==> config.mk <==
export PLATFORM = sky130hd
export DESIGN_NAME = ped_crossing_ctrl_flat
export DESIGN_NICKNAME = d
export VERILOG_FILES = /design/src/rtl/ped_crossing_if.sv /design/src/rtl/ped_crossing_ctrl.sv /design/src/flat_wrapper.sv
export SDC_FILE = /design/constraint.sdc
export NUM_CORES = 1
export LEC_CHECK = 0
export ABC_CLOCK_PERIOD_IN_PS = 1300
export BUFFER_PORTS_ARGS = -buffer_cell sky130_fd_sc_hd__buf_2
export CAP_MARGIN = 20
export CORE_MARGIN = 2
export CORE_UTILIZATION = 44
export DETAILED_ROUTE_END_ITERATION = 8
export GPL_ROUTABILITY_DRIVEN = 1
export PLACE_DENSITY = 0.7
export SYNTH_ARGS = -nofsm -noshare
export SYNTH_HDL_FRONTEND = slang
export SYNTH_SLANG_ARGS = --single-unit
==> constraint.sdc <==
create_clock -name clk_i -period 1.3 [get_ports clk_i]
set_clock_uncertainty 0.05 [all_clocks]
set_input_delay 0.26 -clock clk_i [delete_from_list [all_inputs] [get_ports clk_i]]
set_output_delay 0.26 -clock clk_i [all_outputs]
set_load 0.05 [all_outputs]
==> src/rtl/ped_crossing_if.sv <==
// Signal bundle between the vehicle light FSM, the push-button and the
// pedestrian crossing controller.
interface ped_crossing_if #(
  parameter int CNT_W = 4
);
  logic             car_red_i;
  logic             car_yellow_i;
  logic             car_green_i;
  logic             btn_i;
  logic             walk_o;
  logic             stop_o;
  logic             req_pending_o;
  logic [CNT_W-1:0] countdown_o;
  logic             fault_o;

  modport master (
    output car_red_i, car_yellow_i, car_green_i, btn_i,
    input  walk_o, stop_o, req_pending_o, countdown_o, fault_o
  );

  modport slave (
    input  car_red_i, car_yellow_i, car_green_i, btn_i,
    output walk_o, stop_o, req_pending_o, countdown_o, fault_o
  );
endinterface

==> src/rtl/ped_crossing_ctrl.sv <==
// Pedestrian WALK / flashing DON'T-WALK controller gated by a clean car-red window.
// Define PED_AUTO_REQ_EN to grant a crossing in every red window without a button.
module ped_crossing_ctrl #(
  parameter int WALK_CYCLES  = 6,
  parameter int FLASH_CYCLES = 4,
  parameter int CNT_W        = 4
) (
  input logic           clk_i,
  input logic           rst_i,
  ped_crossing_if.slave bus
);

  if (WALK_CYCLES + FLASH_CYCLES - 1 >= (1 << CNT_W)) begin : g_cnt_w_chk
    $error("CNT_W too narrow for WALK_CYCLES+FLASH_CYCLES-1");
  end

  localparam logic [CNT_W-1:0] LOAD =
    CNT_W'(WALK_CYCLES + FLASH_CYCLES - 1);
  localparam logic [CNT_W-1:0] FLASH_LOAD =
    CNT_W'(FLASH_CYCLES);
  localparam logic [CNT_W-1:0] FLASH_TOP =
    CNT_W'(FLASH_CYCLES - 1);

  typedef enum logic [2:0] {
    S_IDLE,
    S_WAIT,
    S_WALK,
    S_FLASH,
    S_CLEAR
  } state_t;

  state_t           st, nxt;
  logic             red_q;
  logic             b1, b2, b3;
  logic             req, req_nxt, req_eff;
  logic             fault, fault_nxt;
  logic [CNT_W-1:0] cnt, cnt_nxt;
  logic             grant;
  logic             walk, stop;

  wire red_only = bus.car_red_i & ~bus.car_yellow_i & ~bus.car_green_i;
  wire red_rise = red_only & ~red_q;
  wire btn_edge = b2 & ~b3;

`ifdef PED_AUTO_REQ_EN
  assign req_eff = 1'b1;
`else
  assign req_eff = req;
`endif

  always_ff @(posedge clk_i or posedge rst_i) begin
    if (rst_i) begin
      st    <= S_IDLE;
      red_q <= 1'b0;
      b1    <= 1'b0;
      b2    <= 1'b0;
      b3    <= 1'b0;
      req   <= 1'b0;
      fault <= 1'b0;
      cnt   <= '0;
    end else begin
      st    <= nxt;
      red_q <= red_only;
      b1    <= bus.btn_i;
      b2    <= b1;
      b3    <= b2;
      req   <= req_nxt;
      fault <= fault_nxt;
      cnt   <= cnt_nxt;
    end
  end

  always_comb begin
    nxt       = st;
    cnt_nxt   = '0;
    fault_nxt = fault;
    grant     = 1'b0;
    walk      = 1'b0;
    stop      = 1'b1;
    unique case (st)
      S_IDLE: begin
        if (req_eff) nxt = S_WAIT;
      end
      S_WAIT: begin
        if (red_rise && !fault) begin
          nxt     = S_WALK;
          grant   = 1'b1;
          cnt_nxt = LOAD;
        end
      end
      S_WALK: begin
        walk = 1'b1;
        stop = 1'b0;
        if (!red_only) begin
          fault_nxt = 1'b1;
          nxt       = S_CLEAR;
        end else begin
          cnt_nxt = cnt - 1'b1;
          if (cnt == FLASH_LOAD) nxt = S_FLASH;
        end
      end
      S_FLASH: begin
        // first flash clock shows stop, then it alternates
        stop = ~(cnt[0] ^ FLASH_TOP[0]);
        if (!red_only) begin
          fault_nxt = 1'b1;
          nxt       = S_CLEAR;
        end else if (cnt == '0) begin
          nxt = S_CLEAR;
        end else begin
          cnt_nxt = cnt - 1'b1;
        end
      end
      S_CLEAR: begin
        if (!red_only) nxt = req_eff ? S_WAIT : S_IDLE;
      end
      default: nxt = S_IDLE;
    endcase
    // a grant swallows any edge arriving with it
    req_nxt = grant ? 1'b0 : (req | btn_edge);
  end

  assign bus.walk_o        = walk;
  assign bus.stop_o        = stop;
  assign bus.req_pending_o = req;
  assign bus.countdown_o   = cnt;
  assign bus.fault_o       = fault;

endmodule

==> src/flat_wrapper.sv <==
// flat-port wrapper written by rule: the top's interface ports become plain ports
module ped_crossing_ctrl_flat 
#(
  parameter int WALK_CYCLES  = 6,
  parameter int FLASH_CYCLES = 4,
  parameter int CNT_W        = 4
)
  (clk_i, rst_i, bus_car_red_i, bus_car_yellow_i, bus_car_green_i, bus_btn_i, bus_walk_o, bus_stop_o, bus_req_pending_o, bus_countdown_o, bus_fault_o);
  ped_crossing_if #(.CNT_W(CNT_W)) bus_i ();
  input logic clk_i;
  input logic rst_i;
  input wire logic [$bits(bus_i.car_red_i)-1:0] bus_car_red_i;
  input wire logic [$bits(bus_i.car_yellow_i)-1:0] bus_car_yellow_i;
  input wire logic [$bits(bus_i.car_green_i)-1:0] bus_car_green_i;
  input wire logic [$bits(bus_i.btn_i)-1:0] bus_btn_i;
  output wire logic [$bits(bus_i.walk_o)-1:0] bus_walk_o;
  output wire logic [$bits(bus_i.stop_o)-1:0] bus_stop_o;
  output wire logic [$bits(bus_i.req_pending_o)-1:0] bus_req_pending_o;
  output wire logic [$bits(bus_i.countdown_o)-1:0] bus_countdown_o;
  output wire logic [$bits(bus_i.fault_o)-1:0] bus_fault_o;
  assign bus_i.car_red_i = bus_car_red_i;
  assign bus_i.car_yellow_i = bus_car_yellow_i;
  assign bus_i.car_green_i = bus_car_green_i;
  assign bus_i.btn_i = bus_btn_i;
  assign bus_walk_o = bus_i.walk_o;
  assign bus_stop_o = bus_i.stop_o;
  assign bus_req_pending_o = bus_i.req_pending_o;
  assign bus_countdown_o = bus_i.countdown_o;
  assign bus_fault_o = bus_i.fault_o;
  ped_crossing_ctrl #(.WALK_CYCLES(WALK_CYCLES), .FLASH_CYCLES(FLASH_CYCLES), .CNT_W(CNT_W)) u_core (.clk_i(clk_i), .rst_i(rst_i), .bus(bus_i));
endmodule
==> Word-level counts from Yosys, hierarchy flattened <==
Index checks and enable logic that the tools add are counted.
{ "word_totals": {"ff_bits": 13, "in_bits": 6, "word_cells": 55} }
{ "classes": {"addsub": 1, "n_eq_ne": 10, "mux": 19, "n_bitwise": 10, "reduce_logical": 7} }
{ "ops": {"columns": ["op", "count"], "rows": [
  ["3-bit two-way mux", 7],
  ["4-bit two-way mux", 4],
  ["3-bit one-hot mux with 5 select lines", 1],
  ["4-bit one-hot mux with 3 select lines", 1],
  ["3-bit by 2-bit == test with 1-bit output, second input constant", 2],
  ["3-bit inequality test, second input constant", 2],
  ["1-bit two-way mux", 5],
  ["1-bit NOT", 5],
  ["5-bit AND reduction", 1],
  ["1-bit bitwise AND", 4],
  ["4-bit by 3-bit == test with 1-bit output, second input constant", 1],
  ["4-bit zero test", 1],
  ["2-bit by 1-bit inequality test with 1-bit output, second input constant", 2],
  ["4-bit by 1-bit subtractor with 4-bit output, second input constant", 1],
  ["3-bit by 1-bit == test with 1-bit output, second input constant", 1],
  ["3-bit == test, second input constant", 1],
  ["3-bit zero test", 1],
  ["2-bit inequality test, second input constant", 1],
  ["1-bit one-hot mux with 2 select lines", 1],
  ["2-bit AND reduction", 1],
  ["2-bit OR reduction", 1],
  ["1-bit logical AND", 1],
  ["1-bit zero test", 1],
  ["1-bit bitwise OR", 1]
]} }

==> Depth between registers and ports, before layout <==
Gate-level depths: netlist of run 1.
{ "depth": {"word_depth": 8, "depth_mapped": 6} }

==> Least setup slack after synthesis of run 1 <==
No wires, ideal clock.
{ "synth_timing": {"kind": "reg2reg", "from": "reg u_core.cnt[0], in the netlist u_core.bus.countdown_o[0]", "to": "reg u_core.cnt[3], in the netlist u_core.bus.countdown_o[3]", "arrival_time_ns": 1.571, "required_time_ns": 1.176, "slack_ns": -0.395, "path_stages_with_launch": 7, "path_cell_list": "dfrtp_1 -> inv_1 -> ha_1 -> nor3b_1 -> a21oi_2 -> nand2_2 -> o21ai_2"} }
{ "synth_between": {"elab_chain_len": 4, "elab_cells_between_ends": 6, "cone_classes": "add/sub (1); mux (4); reduce/logical (1)"} }
{ "synth_rtl": {"columns": ["element", "line_no", "source"], "rows": [
  ["from (decl)", "ped_crossing_ctrl.sv:37", "logic [CNT_W-1:0] cnt, cnt_nxt;"],
  ["from (signal assigned)", "ped_crossing_ctrl.sv:69", "cnt <= cnt_nxt;"],
  ["4-bit by 1-bit subtractor with 4-bit output / 4-bit zero test (equally long branches)", "ped_crossing_ctrl.sv:98, ped_crossing_ctrl.sv:111, ped_crossing_ctrl.sv:108", null],
  ["4-bit two-way mux", "ped_crossing_ctrl.sv:108", "end else if (cnt == '0) begin"],
  ["4-bit two-way mux", "ped_crossing_ctrl.sv:105", "if (!red_only) begin"],
  ["4-bit one-hot mux with 3 select lines (*)", "ped_crossing_ctrl.sv:80", "unique case (st)"],
  ["via u_core.cnt_nxt[3]", "ped_crossing_ctrl.sv:37", null]
]} }
The timed path passes the listed nets; every way through them passes the cells marked *.
A chain may end at the register's enable or synchronous reset.

==> Worst setup path in the final report of run 1 <==
{ "layout_timing": {"from": "reg u_core.st[2]", "to": "out bus_stop_o"} }
{ "layout_between": {"elab_chain_len": 2, "elab_cells_between_ends": 3, "cone_classes": "eq/ne (2); mux (1)"} }
{ "layout_rtl": {"columns": ["element", "line_no", "source"], "rows": [
  ["from (decl)", "ped_crossing_ctrl.sv:32", "state_t st, nxt;"],
  ["from (signal assigned)", "ped_crossing_ctrl.sv:62", "st <= nxt;"],
  ["3-bit by 2-bit == test with 1-bit output", "ped_crossing_ctrl.sv:80", null],
  ["1-bit one-hot mux with 2 select lines (*)", "ped_crossing_ctrl.sv:80", null],
  ["to (decl)", "flat_wrapper.sv:17", "output wire logic [$bits(bus_i.stop_o)-1:0] bus_stop_o;"]
]} }
Every way passes the cells marked *; elsewhere a longest branch is shown, timed or not.

==> results of run 1 <==
-- critical path, stage by stage, from the launching register on --
cell,delay (ps)
dfrtp_1,400
and2b_1,220
nand2_1,70
buf_6,150
-- synthesized netlist by cell type (2+ instances only) --
cell / instances / area (um2)
nand2_1: 5 / 18.8
inv_1: 4 / 15.0
o21ai_2: 2 / 17.5
dfrtp_1: 13 / 325
ha_1: 2 / 25.0
nor2_1: 4 / 15.0
a21oi_1: 2 / 10.0
xnor2_1: 2 / 17.5
-- power by group through the flow --
stage / clock network, W / logic, W / registers, W
2_1_floorplan: 0 / 0.000118 / 0.000599
5_1_grt: 0.000284 / 0.000333 / 0.000516
3_3_place_gp: 0 / 0.000265 / 0.000519
4_1_cts: 0.000254 / 0.000288 / 0.000510
6_report: 0.000251 / 0.000306 / 0.000510
3_5_place_dp: 0 / 0.000267 / 0.000519
-- cell families after synthesis --
family,after synthesis
XOR/XNOR,2
flip-flops,13
buffers and inverters,6
AO/OA/AOI/OAI,9
AND/OR/NAND/NOR,20
adder cells (fa/ha/maj),2
-- state kept, by name, indices dropped and copies added (netlist names) --
name                      count
u_core.b1                     1
u_core.b2                     1
u_core.b3                     1
u_core.bus.countdown_o        4
u_core.bus.fault_o            1
u_core.bus.req_pending_o      1
u_core.red_q                  1
u_core.st                     3
-- metrics by stage --
| step | setup TNS (ps) | area [um2] |
|---|---|---|
| finish | -231 | 856 |
| floorplan | -643 | 607 |
| CTS | -277 | 812 |
| global route | -674 | 856 |
| global placement | -871 | 709 |
| detailed placement | -986 | 709 |
-- routing by layer --
layer	GRT usage [%]	vias to the layer above	wire (um)
li1	-	231	-
met1	20.4	225	525
met2	27.0	11	569
met3	3.89	2	65
met4	12.5	0	8
met5	0	-	0
-- path summary, 6_finish.rpt --
kind                                                start  slack [ps]  cells past startpoint                   endpoint
max in group asynchronous                           rst_i         340                      3  u_core.bus.countdown_o[1]
worst max register to register  u_core.bus.countdown_o[1]           0                      6               u_core.st[1]
worst max-delay path                         u_core.st[2]        -120                      3                 bus_stop_o
worst min-delay path                            bus_btn_i          30                      1                  u_core.b1
min in group asynchronous                           rst_i         490                      3                  u_core.b1
worst min register to register                  u_core.b1         300                      0                  u_core.b2
-- area by class of cell --
class | instances | area, um2
inverters | 5 | 18.8
multi-input cells | 33 | 262
clock buffers | 3 | 22.5
flip-flops and latches | 13 | 332
clock inverters | 1 | 5.00
well taps | 15 | 18.8
repair buffers | 24 | 198
fillers | 111 | 413
-- repair_timing --
item | 4_1_cts | 5_1_grt
gates resized for setup | 15 | 7
hold buffers | 1 | 0
pin swaps | 4 | 5
endpoints found under the setup margin | 9 | 12
endpoints found under the hold margin | 13 | 0
buffers inserted | 3 | 5
==> metrics.json, run 1 <==
{
  "maxCapViolations": 0,
  "synth-edff-count": 0,
  "power.internal_w": 0.000688,
  "top_library_cells_by_usage_in_the_layout_fill_and_taps_aside": "11 x buf_4, 8 x dfrtp_1, 6 x buf_2",
  "die_w_um": 40.6,
  "cp_max_fo": 3,
  "port_buffer_count": 13,
  "synth_top_family_by_area": "simple AND/OR/NAND/NOR gates",
  "post_synth_xor_area_fraction_pct": 2.98,
  "layout-area-overhead-vs-synth_pct": 45.5,
  "antenna_violating_nets_post_route": 0,
  "timing.fmax_ghz": 0.704,
  "hpwlAfterDp_um": 818,
  "grt_overflow": 0,
  "worst-setup-path-type": "reg2out",
  "slew-limit-headroom_pct": 67.0,
  "power.net_switching_w": 0.000380,
  "route.vias.total": 469,
  "first_global_vias": 416,
  "cts.sinks": 13,
  "synth_simple_gate_area_share_pct": 21.1,
  "synth_mux_area_share_pct": 0,
  "cts.reportedPaths.clkPinSlew_ps": 80,
  "dp_worst_setup_slack_ps": -191,
  "drive_gt1_share_pct": 55.7,
  "drt_first_pass_iters": 4,
  "io_pins": 14,
  "totalWireLength_mm": 1.17,
  "clock_tree.buffer_depth": 2,
  "timing_worst_slew_pin_value_ps": 495,
  "period_needed_ps": 1420,
  "power_switching_share_pct": 35.6,
  "htreeDepth": 1,
  "power_density_mw_per_mm2": 1250,
  "number_of_warnings_printed_during_yosys_synthesis": 0,
  "cts_made_buffers": 3,
  "tritoncts": "yes",
  "final_worst_setup_slack_ps": -121,
  "start_util_pct": 46.4,
  "core_region_area_mm2": 0.00127,
  "dpl.cell_count": 83,
  "syn_inst": 52,
  "num_antenna_cells": 0,
  "clk-insertion-delay-late_ps": 270,
  "slew_violations": 0,
  "synth_cell_type_count": 26,
  "placementRows": 13,
  "gp_routability_congestion": 0.726,
  "first_iter_violations": 2,
  "drc": 0,
  "rsz_0062_raised_after_global_routing": "true",
  "timing.critical_path.from_type": "flip-flop",
  "synth_adder_area_share_pct": 4.26,
  "die_area_mm2": 0.00165,
  "timing.final.crit_share_pct": 109,
  "finalPower_w": 0.00107,
  "finalSetupViolCount": 3,
  "ffs_w_async_s_r_synth_pct": 100,
  "layout.nets": 88,
  "grt_antenna_before_repair": 0,
  "yosysSeqAreaShare_pct": 55.3,
  "arrival_ps": 1110,
  "hold_path_class": "in2reg",
  "clockPowerShare_pct": 23.5,
  "postSynthRegisterBits": 13,
  "share_seq_of_total_power_pct": 47.8,
  "grt_first_pass_wirelength_mm": 1.74,
  "instances_no_fill": 94,
  "failed_checks": "setup timing",
  "comb_power_share_pct": 28.7,
  "synth_compound_area_share_pct": 11.3,
  "final_core_util_pct": 67.5,
  "total_leakage_power_nw": 0.402,
  "status": "complete, but fails checks",
  "track_usage_pct": 17.2,
  "worst_ir_drop_vdd_mv": 0.815,
  "layout.cells.most_common": "buf_4",
  "timing.critical_path.to_type": "output pin",
  "cts-root-buf": "clkbuf_4",
  "final.hold.worst_slack_ps": 34.5,
  "post_synthesis_cell_area_um2": 588,
  "required_ps": 990,
  "finalHoldViolCount": 0,
  "die_height_um": 40.6,
  "grt_max_degree": 14,
  "mean_syn_cell_area_um2": 11.3,
  "synthFlopType": "dfrtp_1",
  "detail_route.vias_per_cell": 4.99,
  "detail_route.wl_per_cell_um": 12.4,
  "synthesis.nets": 60
}
No activity file was read; power rests on OpenSTA's default activity.
==> run 2: changes to the inputs <==
--- a/config.mk
+++ b/config.mk
@@ -13,6 +13,7 @@
 export DETAILED_ROUTE_END_ITERATION = 8
 export GPL_ROUTABILITY_DRIVEN = 1
 export PLACE_DENSITY = 0.7
+export RECOVER_POWER = 50
 export SYNTH_ARGS = -nofsm -noshare
 export SYNTH_HDL_FRONTEND = slang
 export SYNTH_SLANG_ARGS = --single-unit
==> run 2 against run 1 <==
Against the previous run:
- the run still ends with setup timing left
- first-iteration DRC count is the same
- sequential share of layout area is the same
- clock-buffer cell count is the same
- critical path type unchanged
- largest power group unchanged
- highest routed layer unchanged
==> metrics.json, run 2 (synthesis gave the netlist of run 1 again) <==
{
  "status": "complete, but fails checks",
  "failed_checks": "setup timing",
  "tns": {"value": -227, "unit": "ps", "change": "+4.34 ps"},
  "start_util": {"value": 46.4, "unit": "%", "change": "unchanged"},
  "cts-root-buf": "clkbuf_4",
  "grt_max_degree": {"value": 14, "change": "unchanged"},
  "die_w": {"value": 40.6, "unit": "um", "change": "unchanged"},
  "route.vias.total": {"value": 463, "change": "-1.3%"},
  "placed_area": {"value": 709, "unit": "um2", "change": "unchanged"},
  "timing.critical_path.from_type": "flip-flop",
  "worst_ir_drop_vdd": {"value": 0.817, "unit": "mV", "change": "+0.18%"},
  "grt_overflow": {"value": 0, "change": "unchanged"},
  "rsz_0062_raised_after_global_routing": "true",
  "period_needed": {"value": 1420, "unit": "ps", "change": "-1.57 ps"},
  "antenna_violating_nets_post_route": {"value": 0, "change": "unchanged"},
  "cts.sinks": {"value": 13, "change": "unchanged"},
  "instances_no_fill": {"value": 94, "change": "unchanged"},
  "grt_antenna_before_repair": {"value": 0, "change": "unchanged"},
  "clk-insertion-delay-late": {"value": 270, "unit": "ps", "change": "about the same"},
  "layout.nets": {"value": 88, "change": "unchanged"},
  "hold_path_class": "in2reg",
  "slew_violations": {"value": 0, "change": "unchanged"},
  "finalHoldViolCount": {"value": 0, "change": "unchanged"},
  "dpl.cell_count": {"value": 83, "change": "unchanged"},
  "detail_route.vias_per_cell": {"value": 4.93, "change": "-1.3%"},
  "layout-area-overhead-vs-synth": {"value": 45.5, "unit": "%", "change": "unchanged"},
  "finish.instance_area": {"value": 856, "unit": "um2", "change": "unchanged"},
  "power_density": {"value": 1250, "unit": "mW/mm2", "change": "-0.12%"},
  "die_area": {"value": 0.00165, "unit": "mm2", "change": "unchanged"},
  "slew-limit-headroom": {"value": 67.2, "unit": "%", "change": "+0.23 points"},
  "grt_first_pass_wirelength": {"value": 1.74, "unit": "mm", "change": "unchanged"},
  "hpwlAfterDp": {"value": 818, "unit": "um", "change": "unchanged"},
  "final_worst_setup_slack": {"value": -120, "unit": "ps", "change": "+1.57 ps"},
  "num_antenna_cells": {"value": 0, "change": "unchanged"},
  "clock_tree.buffer_depth": {"value": 2, "change": "unchanged"},
  "totalWireLength": {"value": 1.14, "unit": "mm", "change": "-2.1%"},
  "total_leakage_power": {"value": 0.404, "unit": "nW", "change": "+0.54%"},
  "io_pins": {"value": 14, "change": "unchanged"},
  "track_usage": {"value": 17.2, "unit": "%", "change": "unchanged"},
  "drc": {"value": 0, "change": "unchanged"},
  "worst-setup-path-type": "reg2out",
  "cts.reportedPaths.clkPinSlew": {"value": 80, "unit": "ps", "change": "about the same"},
  "timing.critical_path.to_type": "output pin",
  "detail_route.wl_per_cell": {"value": 12.2, "unit": "um", "change": "-2.1%"},
  "core_region_area": {"value": 0.00127, "unit": "mm2", "change": "unchanged"},
  "cp_max_fo": {"value": 3, "change": "unchanged"},
  "finalPower": {"value": 0.00107, "unit": "W", "change": "-0.12%"},
  "cts_made_buffers": {"value": 3, "change": "unchanged"},
  "finalSetupViolCount": {"value": 2, "change": "-1"},
  "arrival": {"value": 1110, "unit": "ps", "change": "about the same"},
  "timing.final.crit_share": {"value": 109, "unit": "%", "change": "-0.12 points"},
  "placementRows": {"value": 13, "change": "unchanged"},
  "tritoncts": "yes",
  "required": {"value": 990, "unit": "ps", "change": "about the same"},
  "timing_worst_slew_pin_value": {"value": 491, "unit": "ps", "change": "-3.46 ps"},
  "port_buffer_count": {"value": 13, "change": "unchanged"},
  "drt_first_pass_iters": {"value": 4, "change": "unchanged"},
  "top_library_cells_by_usage_in_the_layout_fill_and_taps_aside": "11 x buf_4, 8 x dfrtp_1, 6 x buf_2",
  "layout.cells.most_common": "buf_4",
  "maxCapViolations": {"value": 0, "change": "unchanged"},
  "first_iter_violations": {"value": 2, "change": "unchanged"},
  "drive_gt1_share": {"value": 54.4, "unit": "%", "change": "-1.3 points"},
  "largest_reg_flops": {"value": 4, "change": "unchanged"},
  "die_height": {"value": 40.6, "unit": "um", "change": "unchanged"},
  "htreeDepth": {"value": 1, "change": "unchanged"},
  "gp_routability_congestion": {"value": 0.726, "change": "unchanged"},
  "timing.fmax": {"value": 0.704, "unit": "GHz", "change": "+0.11%"},
  "first_global_vias": {"value": 416, "change": "unchanged"}
}
run 2: cell types whose count changed in the layout (fill, tap and decap cells not counted):
cell	change
inv_2	-1
inv_1	+1
run 2: what timing repair did:
item                                    in CTS  in global routing
endpoints found under the setup margin       9                 12
pin swaps                                    4                  5
endpoints found under the hold margin       13                  0
resized for setup                           15                  7
hold buffers                                 1                  0
setup buffers                                3                  5
run 2: layout make-up:
cell class | count | area (um2)
Inverter | 5 | 18.8
Fill cell | 111 | 413
Tap cell | 15 | 18.8
Clock inverter | 1 | 5.00
Multi-Input combinational cell | 33 | 262
Timing Repair Buffer | 24 | 198
Clock buffer | 3 | 22.5
Sequential cell | 13 | 332
run 2: critical path: stages, from the launching register on:
cell and delay, ps:
dfrtp_1 400, and2b_1 220, nand2_1 70, buf_6 150
run 2: metrics by stage:
step                worst slack, ps  hold WS (ps)  utilization [%]
floorplan                      -131          86.8                -
global placement               -163           255             55.9
detailed placement             -191           262             55.9
CTS                            -164          27.5             64.0
global route                   -191          25.1             67.5
finish                         -120          34.1             67.5
run 2: routing by layer:
metal / GRT usage, % / wire length (um)
met5: 0 / 0
met4: 12.5 / 8
met3: 3.89 / 63
met2: 27.0 / 558
met1: 20.4 / 513
run 2: final timing paths:
check                                     startpoint                   endpoint  slack (ps)  depth (start not counted)
hold reg to reg                            u_core.b1                  u_core.b2         300                          0
hold / removal                             bus_btn_i                  u_core.b1          30                          1
max in group asynchronous                      rst_i  u_core.bus.countdown_o[1]         350                          3
min in group asynchronous                      rst_i                  u_core.b1         490                          3
setup reg to reg           u_core.bus.countdown_o[1]               u_core.st[1]           0                          6
setup / recovery                        u_core.st[2]                 bus_stop_o        -120                          3
run 2: power breakdown:
group	leakage, nW	total, W	switching, W	internal (W)
logic	0.233	0.000306	0.000183	0.000123
registers	0.153	0.000510	0.0000589	0.000451
clock network	0.0177	0.000251	0.000137	0.000114
total	0.404	0.00107	0.000379	0.000688
